**src/rtl/wb_write_arbiter.sv**
```systemverilog
// Purpose: writeback driver of the integer regfile write port; merges MEM/WB results
//          with buffered long-latency (mul/div) results and tracks pending ll writes.
// Latency: pipeline result 1 cycle; ll result >= 2 cycles (push edge, then pop edge).
// Backpressure: pipeline never stalls; ll side stalls via ll_ready when the FIFO is full.
//
// Ports:
//   clk, reset                      clock, synchronous active-high reset
//   wb_valid/wb_reg_write/wb_rd     MEM/WB slot qualification and destination
//   wb_mem_to_reg, wb_alu_result,
//   wb_mem_data                     result select and candidate write data
//   ll_issue_valid/ll_issue_rd      long-latency issue, marks rd pending
//   ll_valid/ll_rd/ll_data/ll_ready long-latency result handshake into the FIFO
//   rf_we/rf_rd/rf_wdata            registered regfile write port
//   pend_mask                       registered per-register pending ll write mask

// Small synchronous FIFO: push/pop may coincide; no bypass from push to read head.
module wb_ll_fifo #(
  parameter int WIDTH = 8,
  parameter int DEPTH = 2
) (
  input  logic             clk,
  input  logic             reset,
  input  logic             push,
  input  logic [WIDTH-1:0] wdata,
  input  logic             pop,
  output logic [WIDTH-1:0] rdata,
  output logic             full,
  output logic             empty
);
  localparam int AW = (DEPTH > 1) ? $clog2(DEPTH) : 1;
  localparam logic [AW:0] DEPTH_C = (AW+1)'(DEPTH);

  logic [WIDTH-1:0] mem [DEPTH];
  logic [AW-1:0]    wr_ptr;
  logic [AW-1:0]    rd_ptr;
  logic [AW:0]      count;

  // Storage needs no reset: count gates every read.
  always_ff @(posedge clk) begin
    if (push) mem[wr_ptr] <= wdata;
  end

  // Depth is a power of two, so pointer overflow is the modulo wrap.
  always_ff @(posedge clk) begin
    if (reset) begin
      wr_ptr <= '0;
      rd_ptr <= '0;
      count  <= '0;
    end else begin
      if (push) wr_ptr <= wr_ptr + 1'b1;
      if (pop)  rd_ptr <= rd_ptr + 1'b1;
      case ({push, pop})
        2'b10:   count <= count + 1'b1;
        2'b01:   count <= count - 1'b1;
        default: count <= count;
      endcase
    end
  end

  assign rdata = mem[rd_ptr];
  assign full  = (count == DEPTH_C);
  assign empty = (count == '0);
endmodule

module wb_write_arbiter #(
  parameter int XLEN     = 64,
  parameter int LL_DEPTH = 2
) (
  input  logic            clk,
  input  logic            reset,
  input  logic            wb_valid,
  input  logic            wb_reg_write,
  input  logic            wb_mem_to_reg,
  input  logic [4:0]      wb_rd,
  input  logic [XLEN-1:0] wb_alu_result,
  input  logic [XLEN-1:0] wb_mem_data,
  input  logic            ll_issue_valid,
  input  logic [4:0]      ll_issue_rd,
  input  logic            ll_valid,
  input  logic [4:0]      ll_rd,
  input  logic [XLEN-1:0] ll_data,
  output logic            ll_ready,
  output logic            rf_we,
  output logic [4:0]      rf_rd,
  output logic [XLEN-1:0] rf_wdata,
  output logic [31:0]     pend_mask
);
  typedef struct packed {
    logic [4:0]      rd;
    logic [XLEN-1:0] data;
  } ll_entry_t;

  ll_entry_t push_ent;
  ll_entry_t head;
  logic      fifo_full;
  logic      fifo_empty;
  logic      pipe_hit;
  logic      push;
  logic      pop;
  logic [31:0] pend_set;
  logic [31:0] pend_clr;

  // Writes to x0 are architecturally void: drop them so the slot can drain the FIFO.
  assign pipe_hit = wb_valid && wb_reg_write && (wb_rd != 5'd0);

  assign ll_ready = !reset && !fifo_full;
  // An x0 ll result still completes its handshake but is never buffered.
  assign push     = ll_valid && ll_ready && (ll_rd != 5'd0);
  // Long-latency results only take slots the pipeline leaves idle.
  assign pop      = !pipe_hit && !fifo_empty;

  assign push_ent.rd   = ll_rd;
  assign push_ent.data = ll_data;

  wb_ll_fifo #(
    .WIDTH ($bits(ll_entry_t)),
    .DEPTH (LL_DEPTH)
  ) u_ll_fifo (
    .clk   (clk),
    .reset (reset),
    .push  (push),
    .wdata (push_ent),
    .pop   (pop),
    .rdata (head),
    .full  (fifo_full),
    .empty (fifo_empty)
  );

  always_ff @(posedge clk) begin
    if (reset) begin
      rf_we    <= 1'b0;
      rf_rd    <= 5'd0;
      rf_wdata <= '0;
    end else if (pipe_hit) begin
      rf_we    <= 1'b1;
      rf_rd    <= wb_rd;
      rf_wdata <= wb_mem_to_reg ? wb_mem_data : wb_alu_result;
    end else if (pop) begin
      rf_we    <= 1'b1;
      rf_rd    <= head.rd;
      rf_wdata <= head.data;
    end else begin
      rf_we    <= 1'b0;
    end
  end

  // Set is applied after clear so a re-issue to the register being retired stays pending.
  assign pend_set = (ll_issue_valid && (ll_issue_rd != 5'd0)) ? (32'd1 << ll_issue_rd) : 32'd0;
  assign pend_clr = pop ? (32'd1 << head.rd) : 32'd0;

  always_ff @(posedge clk) begin
    if (reset) pend_mask <= 32'd0;
    else       pend_mask <= (pend_mask & ~pend_clr) | pend_set;
  end
endmodule

```
**config.mk**
```make
export PLATFORM = sky130hd
export DESIGN_NAME = wb_write_arbiter
export DESIGN_NICKNAME = d
export VERILOG_FILES = /design/src/rtl/wb_write_arbiter.sv
export SDC_FILE = /design/constraint.sdc
export NUM_CORES = 1
export LEC_CHECK = 0
export BUFFER_PORTS_ARGS = -buffer_cell sky130_fd_sc_hd__buf_2
export CORE_AREA = 3 3 160 162
export CTS_CLUSTER_DIAMETER = 80
export CTS_CLUSTER_SIZE = 12
export DETAILED_ROUTE_END_ITERATION = 12
export DIE_AREA = 0 0 163 165
export GPL_ROUTABILITY_DRIVEN = 1
export MAX_ROUTING_LAYER = met4
export PLACE_DENSITY = 0.71
export SLEW_MARGIN = 20
export SYNTH_ARGS = -nofsm -noshare
export SYNTH_HDL_FRONTEND = slang
export SYNTH_HIERARCHICAL = 1
export SYNTH_SLANG_ARGS = --single-unit
```
**constraint.sdc**
```tcl
create_clock -name clk -period 5.55 [get_ports clk]
set_clock_uncertainty 0.2 [all_clocks]
set_input_delay 0.2775 -clock clk [delete_from_list [all_inputs] [get_ports clk]]
set_output_delay 0.2775 -clock clk [all_outputs]
set_load 0.005 [all_outputs]
```
==> insert_results.sql, run 1 <==
INSERT INTO impl_metrics (metric_group, metric, value, unit) VALUES
('yosys', 'ys_seq_area_frac', '0.564', ''),
('timing', 'setup-tns-final', '0', 'ns'),
('setup_path', 'startpoint', 'u_ll_fifo/count[0]$_SDFFE_PP0P_', ''),
('clock_network', 'clock_insertion_delay_worst_skew', '0.51', 'ns'),
('yosys', 'synth.top_cell.area_share', '0.372', ''),
('setup_path', 'reg2reg_from', 'u_ll_fifo/count[0]$_SDFFE_PP0P_', ''),
('detailed_routing', 'vias', '8763', ''),
('clock_network', 'path_clk_slew', '0.06', 'ns'),
('detailed_routing', 'post_drt_wl_per_cell', '17.3', 'um'),
('layout', 'multiInputGateArea', '0.00448', 'mm2'),
('floorplan', 'floorplan.die.width', '163', 'um'),
('setup_path', 'crit_path_max_fanout', '46', ''),
('global_route', 'grt-busiest-layer', 'met2', ''),
('global_route', 'number_of_global_route_vias_before_repair', '9134', ''),
('placement', 'place.port_buffers', '316', ''),
('setup_path', 'critical-path-max-stage-delay', '0.66', 'ns'),
('clock_network', 'cts-buffers-inserted', '24', ''),
('detailed_routing', 'drt-initial-drc-count', '509', ''),
('setup_path', 'critical-path-slowest-cell', 'sky130_fd_sc_hd__buf_4', ''),
('yosys', 'synth.ff_latch_count', '245', ''),
('setup_path', 'crit_path_end_kind', 'flip-flop', ''),
('yosys', 'compound_cell_area_share_of_the_yosys_netlist', '0.0553', ''),
('timing', 'count_of_final_setup_violators', '0', ''),
('yosys', 'synthesis.nets', '1090', ''),
('yosys', 'synthTopCellsByArea', 'sky130_fd_sc_hd__edfxtp_1, sky130_fd_sc_hd__dfxtp_1, sky130_fd_sc_hd__mux2_2', ''),
('floorplan', 'initial_core_util', '0.460', ''),
('clock_network', 'count_of_h_tree_levels_built_during_cts', '1', ''),
('power_and_ir_drop', 'power_per_cell_area', '348', 'mW/mm2'),
('timing', 'slew_violations', '0', ''),
('yosys', 'synth_common_cells', 'sky130_fd_sc_hd__nor2_1, sky130_fd_sc_hd__edfxtp_1, sky130_fd_sc_hd__mux2i_1, sky130_fd_sc_hd__mux2_2, sky130_fd_sc_hd__dfxtp_1', ''),
('yosys', 'post_synth_fa_ha_maj_area_fraction', '0.00112', ''),
('layout', 'filler_cell_count', '1839', ''),
('timing', 'pnr_worst_setup_slack', '2.49', 'ns'),
('global_route', 'gr-usage-met2', '0.393', ''),
('timing', 'max-slew-margin-rel', '0.287', ''),
('global_route', 'globalRouteOverflowTotal', '0', ''),
('detailed_routing', 'remaining_number_of_nets_flagged_by_the_antenna_check_after_routing', '0', ''),
('layout', 'seqCellArea', '0.00629', 'mm2'),
('yosys', 'synth_xor_area_frac', '0.00314', ''),
('timing', 'hold_viol_final', '0', ''),
('timing', 'timing.final.crit_share', '0.552', ''),
('floorplan', 'count_of_pins_on_the_block_boundary', '317', ''),
('yosys', 'synthMostInstantiatedCell', 'sky130_fd_sc_hd__nor2_1', ''),
('clock_network', 'ctsLongestPathBuffers', '3', ''),
('yosys', 'synth.mux.area_fraction', '0.254', ''),
('floorplan', 'design.die.area', '0.0269', 'mm2'),
('yosys', 'synth-async-reset-ratio', '0', ''),
('detailed_routing', 'dr.pass1.iters', '5', ''),
('yosys', 'yosys.area_share.simple', '0.0863', ''),
('timing', 'min_period', '3.06', 'ns'),
('global_route', 'grt_util_met1', '0.244', ''),
('global_route', 'grt_start_max_net_pins', '71', ''),
('yosys', 'syn_inst', '875', ''),
('yosys', 'synth_top_family_by_area', 'multiplexers', ''),
('power_and_ir_drop', 'power.total', '5430', 'uW'),
('job', 'drv.max_cap_violation_count', '0', ''),
('floorplan', 'floorplan_die_height', '165', 'um'),
('setup_path', 'worstPathCellList', 'and2b_2, nor2_1, nand2_1, a21oi_1, inv_1, nor2_4, buf_4', ''),
('placement', 'dp.final_hpwl', '17.2', 'mm'),
('placement', 'dp_worst_setup_slack', '2.43', 'ns'),
('layout', 'finalCoreUtilization', '0.643', ''),
('global_route', 'antenna_found_initial', '1', ''),
('timing', 'rsz_0062_raised_after_global_routing', 'false', ''),
('layout', 'areaGrowthSynthToFinish', '39.9', '%'),
('timing', 'clock.fmax', '326', 'MHz'),
('outcome', 'outcome', 'completed', ''),
('global_route', 'groute.layer.met3.usage', '0.0341', ''),
('power_and_ir_drop', 'cellLeakagePower', '0.00674', 'uW'),
('yosys', 'synth.largest_area_cell', 'sky130_fd_sc_hd__edfxtp_1', ''),
('floorplan', 'core-area', '0.0242', 'mm2'),
('power_and_ir_drop', 'worst_ir_drop_vdd', '0.248', 'mV');
## cells by family (layout without fill, tap and decap cells)
family | Yosys count | after routing
muxes | 266 | 266
DFF | 245 | 245
and+or+nand+nor | 212 | 212
AOI/OAI and AO/OA | 78 | 78
buffers and inverters | 69 | 574
xor gates and xnor gates | 4 | 4
adders and majority gates | 1 | 1
other | 0 | 1
## stage by stage
| step | hold WS, ns | area [um2] |
|---|---|---|
| after floorplan | 0.147 | 11100 |
| after global placement | 0.261 | 12800 |
| after detailed placement | 0.267 | 12800 |
| after CTS | 0.00101 | 15600 |
| after global routing | 0.0482 | 15600 |
| final | 0.0154 | 15600 |
## registers in the layout, summed over array words and instances (netlist names), named ones only
name and count:
u_ll_fifo/mem 138, u_ll_fifo/rd_ptr 1, rf_wdata 64, rf_we 1
pend_mask 32, u_ll_fifo/count 2, rf_rd 5, u_ll_fifo/wr_ptr 1
## critical path, delay by kind of cell, from the launching register on
family | cells | cell delay [ns]
flops | 1 | 0.44
buf+inv | 2 | 0.79
simple gates | 4 | 1.01
compound gates | 1 | 0.23
## cells in the final DEF, fill, tap and decap left out, drive strengths merged, types with 3 or more instances in the layout
cell and n:
a21oi 35, a311oi 31, and3 3, and3b 7, buf 322, clkbuf 42, dfxtp 107, dlygate4sd3 207
edfxtp 138, inv 3, mux2 133, mux2i 133, nand2 35, nand2b 4, nand3b 3, nor2 139
nor3 4, nor3b 7, o31ai 3, o32ai 5, xnor2 3
## path summary, 6_finish.rpt
path         slack (ns)  cells past startpoint                             end
max reg2reg        2.49                      7  u_ll_fifo/mem[0][11]$_DFFE_PP_
max                2.49                      7  u_ll_fifo/mem[0][11]$_DFFE_PP_
min                0.02                      4       rf_wdata[46]$_SDFFE_PP0P_
min reg2reg        0.28                      2         pend_mask[0]$_SDFF_PP0_
## per-layer routing
layer	share of wire	vias up	wire (um)
met5	0	-	0
met4	0.038	0	1120
met3	0.052	80	1550
met2	0.52	308	15200
met1	0.39	4188	11600
li1	-	4187	-
## final cells by class
| cell class | count | area share |
|---|---|---|
| Antenna cell | 1 | 0.000161 |
| Multi-Input combinational cell | 561 | 0.287 |
| Tap cell | 324 | 0.0260 |
| Timing Repair Buffer | 529 | 0.238 |
| Clock buffer | 42 | 0.0442 |
| Sequential cell | 245 | 0.403 |
| Inverter | 2 | 0.000482 |
| Clock inverter | 1 | 0.000562 |
## report_power, final
group          switching, uW  total (uW)  leakage, uW  internal [uW]
clock                    661        1500     0.000333            839
sequential               159        2340      0.00214           2180
combinational            746        1590      0.00427            842
## what timing repair did
| action | CTS | global route |
|---|---|---|
| setup buffers | 0 | 0 |
| hold buffers | 207 | 0 |
| hold endpoints to repair | 212 | 0 |
| setup endpoints to repair | 0 | 0 |
| resized for setup | 0 | 0 |
No activity file was read; power rests on OpenSTA's default activity.
==> inputs of run 2 (changes only) <==
--- a/config.mk
+++ b/config.mk
@@ -13,7 +13,7 @@
 export DIE_AREA = 0 0 163 165
 export GPL_ROUTABILITY_DRIVEN = 1
 export MAX_ROUTING_LAYER = met4
-export PLACE_DENSITY = 0.71
+export PLACE_DENSITY = 0.74
 export SLEW_MARGIN = 20
 export SYNTH_ARGS = -nofsm -noshare
 export SYNTH_HDL_FRONTEND = slang
==> constraint.sdc (replaced) <==
create_clock -name clk -period 2.65 [get_ports clk]
set_clock_uncertainty 0.2 [all_clocks]
set_input_delay 0.1325 -clock clk [delete_from_list [all_inputs] [get_ports clk]]
set_output_delay 0.1325 -clock clk [all_outputs]
set_load 0.005 [all_outputs]
==> run 2 against run 1 <==
The flow now finishes with violations (negative hold slack). Non-clock buffer count increased by 16. First-iteration DRC count increased by 0.79%. Register-to-register slack got worse by 2.2 ns. Total power increased by 110%. Sequential power increased by 110%. Critical path type is now input pin to flip-flop.
==> insert_results.sql, run 2 (synthesis gave the netlist of run 1 again) <==
INSERT INTO impl_metrics (metric_group, metric, value, unit) VALUES
('power_and_ir_drop', 'power_per_cell_area', '729', 'mW/mm2'),
('min_path', 'min_from', 'reset', ''),
('setup_path', 'crit_path_max_delay_family', 'buffers and inverters', ''),
('detailed_routing', 'remaining_number_of_nets_flagged_by_the_antenna_check_after_routing', '0', ''),
('min_path', 'hold_crit_path_type', 'input pin to flip-flop', ''),
('timing', 'count_of_final_setup_violators', '0', ''),
('clock_network', 'cts_num_sinks', '245', ''),
('min_path', 'min_delay_worst_endpoint', 'u_ll_fifo/count[0]$_SDFFE_PP0P_', ''),
('layout', 'final_cell_count_no_fill', '1721', ''),
('setup_path', 'data_arrival_time_of_the_critical_path', '2.79', 'ns'),
('clock_network', 'count_of_h_tree_levels_built_during_cts', '1', ''),
('timing', 'max-slew-margin-rel', '0.310', ''),
('detailed_routing', 'met1_length', '12.0', 'mm'),
('setup_path', 'critPathLaunchType', 'input pin', ''),
('detailed_routing', 'dr.pass1.iters', '5', ''),
('power_and_ir_drop', 'share_comb_of_total_power', '0.313', ''),
('clock_network', 'cts-buffers-inserted', '24', ''),
('setup_path', 'crit_path_end_kind', 'flip-flop', ''),
('detailed_routing', 'vias_per_instance', '5.25', ''),
('layout', 'top_register', 'u_ll_fifo/mem', ''),
('layout', 'commonest_non_fill_non_tap_cell_in_the_layout', 'sky130_fd_sc_hd__buf_2', ''),
('setup_path', 'crit_path_max_fanout', '13', ''),
('setup_path', 'worstPathCellList', 'dlygate4sd3_1, buf_2, nor3b_2, dlygate4sd3_1, nand2_1, dlygate4sd3_1, a311oi_1', ''),
('timing', 'hold_viol_final', '2', ''),
('detailed_routing', 'remaining_drc_errors', '0', ''),
('timing', 'setup-tns-final', '0', 'ns'),
('floorplan', 'floorplan_die_height', '165', 'um'),
('setup_path', 'register_to_register_setup_slack', '0.24', 'ns'),
('power_and_ir_drop', 'worst_ir_drop_vdd', '0.507', 'mV'),
('layout', 'drive_gt1_frac', '0.362', ''),
('layout', 'final_cell_mix', 'sky130_fd_sc_hd__buf_2, sky130_fd_sc_hd__dlygate4sd3_1, sky130_fd_sc_hd__edfxtp_1', ''),
('power_and_ir_drop', 'cellLeakagePower', '0.00685', 'uW'),
('clock_network', 'ctsLongestPathBuffers', '3', ''),
('clock_network', 'clock_insertion_delay_worst_skew', '0.51', 'ns'),
('setup_path', 'critical_path_buf_inv_count', '4', ''),
('global_route', 'grt_start_max_net_pins', '177', ''),
('detailed_routing', 'wl', '31.3', 'mm'),
('clock_network', 'post_cts_resized', '0', ''),
('timing', 'pnr_worst_setup_slack', '0.0721', 'ns'),
('global_route', 'number_of_global_route_vias_before_repair', '9463', ''),
('layout', 'largest_register_ff_count', '138', ''),
('layout', 'areaGrowthSynthToFinish', '42.3', '%'),
('setup_path', 'critical-path-slowest-cell', 'sky130_fd_sc_hd__dlygate4sd3_1', ''),
('global_route', 'antenna_found_initial', '3', ''),
('setup_path', 'critical-path-max-stage-delay', '0.85', 'ns'),
('floorplan', 'count_of_pins_on_the_block_boundary', '317', ''),
('power_and_ir_drop', 'netSwitchingFraction', '0.292', ''),
('outcome', 'violations', 'negative hold slack', ''),
('clock_network', 'cts.root.buffer_cell', 'sky130_fd_sc_hd__clkbuf_16', ''),
('setup_path', 'timing_worst_setup_path_type', 'input pin to flip-flop', ''),
('floorplan', 'design.die.area', '0.0269', 'mm2'),
('power_and_ir_drop', 'switching_component_of_the_power', '3380', 'uW'),
('timing', 'finalHoldWorstSlack', '-0.0677', 'ns'),
('placement', 'place.port_buffers', '316', ''),
('global_route', 'grt_pass1_wl', '48.3', 'mm'),
('placement', 'dp.final_hpwl', '17.4', 'mm'),
('power_and_ir_drop', 'power_frac_seq', '0.417', ''),
('layout', 'filler_cell_count', '1758', ''),
('detailed_routing', 'vias', '9027', ''),
('detailed_routing', 'met2RoutedLength', '16.4', 'mm'),
('detailed_routing', 'dr.max_layer_used', 'met4', ''),
('global_route', 'groute.usage.overall', '0.230', ''),
('global_route', 'globalRouteOverflowTotal', '0', ''),
('placement', 'numPlacedInstances', '1459', ''),
('clock_network', 'path_clk_slew', '0.06', 'ns'),
('layout', 'biggestRegsByFlops', 'u_ll_fifo/mem (138), rf_wdata (64), pend_mask (32)', ''),
('clock_network', 'clock_tree_from_tritoncts', 'built', ''),
('setup_path', 'timing.rr.end', 'rf_rd[1]$_SDFFE_PP0P_', ''),
('timing', 'worst-slew-pin-transition', '1.03', 'ns'),
('floorplan', 'floorplan.die.width', '163', 'um'),
('detailed_routing', 'drt-initial-drc-count', '513', ''),
('min_path', 'worst_hold_path.num_cells', '3', ''),
('setup_path', 'worstRegToRegCells', '6', ''),
('timing', 'timing.final.crit_share', '0.973', ''),
('power_and_ir_drop', 'share_clk_of_total_power', '0.270', ''),
('detailed_routing', 'wl_met3', '2.01', 'mm'),
('setup_path', 'critPathRequiredTime', '2.86', 'ns'),
('timing', 'min_period', '2.58', 'ns'),
('power_and_ir_drop', 'internal-power', '8180', 'uW'),
('job', 'drv.max_cap_violation_count', '0', ''),
('setup_path', 'cp_common_cell', 'sky130_fd_sc_hd__dlygate4sd3_1', ''),
('floorplan', 'rows', '57', ''),
('timing', 'slew_violations', '0', ''),
('floorplan', 'core-area', '0.0242', 'mm2'),
('timing', 'clock.fmax', '388', 'MHz'),
('floorplan', 'initial_core_util', '0.460', ''),
('placement', 'dp_worst_setup_slack', '0.353', 'ns'),
('timing', 'rsz_0062_raised_after_global_routing', 'false', ''),
('layout', 'seqCellArea', '0.00629', 'mm2'),
('outcome', 'outcome', 'finished with violations', ''),
('layout', 'multiInputGateArea', '0.00449', 'mm2'),
('placement', 'gpl.final_weighted_congestion', '0.842', ''),
('detailed_routing', 'post_drt_wl_per_cell', '18.2', 'um'),
('layout', 'fin_nets', '1594', '');
run 2: worst max-delay path by stage:
| stage | from | endpoint | slack (ns) | depth (start not counted) |
|---|---|---|---|---|
| after global placement | flip-flop | pend_mask[12]$_SDFF_PP0_ | 0.42 | 4 |
| final | ll_issue_rd[3] | pend_mask[4]$_SDFF_PP0_ | 0.07 | 7 |
| after floorplan | reset | u_ll_fifo/mem[0][0]$_DFFE_PP_ | 0.0001 | 8 |
| after detailed placement | flip-flop | pend_mask[4]$_SDFF_PP0_ | 0.35 | 4 |
| after CTS | flip-flop | pend_mask[2]$_SDFF_PP0_ | 0.08 | 5 |
| after global routing | ll_issue_rd[3] | pend_mask[4]$_SDFF_PP0_ | 0.0006 | 7 |
run 2: timing repair:
action	in CTS	in global routing
hold buffers	216	0
buffers inserted	0	2
hold endpoints to repair	228	0
setup endpoints to repair	0	5
run 2: routing by layer:
| metal | up-vias | track usage |
|---|---|---|
| met5 | - | - |
| met1 | 4340 | 0.259 |
| met2 | 389 | 0.417 |
| li1 | 4220 | - |
| met3 | 78 | 0.0386 |
| met4 | 0 | 0.0773 |
run 2: power by group through the flow:
stage               registers [uW]  logic (uW)  clock network [uW]
floorplan                     4870        2290                   0
global route                  4860        3910                3340
CTS                           4820        3520                3180
global placement              4880        3140                   0
finish                        4810        3620                3120
detailed placement            4900        3210                   0
run 2: layout make-up:
type / instances / area share
Tap cell: 324 / 0.0256
Clock buffer: 40 / 0.0430
Timing Repair Buffer: 545 / 0.250
Antenna cell: 3 / 0.000473
Sequential cell: 245 / 0.397
Inverter: 2 / 0.000473
Multi-Input combinational cell: 561 / 0.283
Clock inverter: 1 / 0.000552
run 2: through the flow:
stage | hold WS [ns] | area (um2) | total power [uW] | utilization
finish | -0.0677 | 15900 | 11600 | 0.654
global route | 0.0315 | 15900 | 12100 | 0.654
CTS | 0.0154 | 15800 | 11500 | 0.653
detailed placement | 0.123 | 13000 | 8110 | 0.536
global placement | 0.121 | 13000 | 8020 | 0.536
floorplan | -0.00253 | 11200 | 7150 | -
run 2: worst register-to-register path, delay by kind of cell (launching register included):
family	cells	cell delay (ns)
buffers and inverters	3	0.97
multiplexers	2	0.67
flip-flops	1	0.36
AO/OA/AOI/OAI	1	0.10
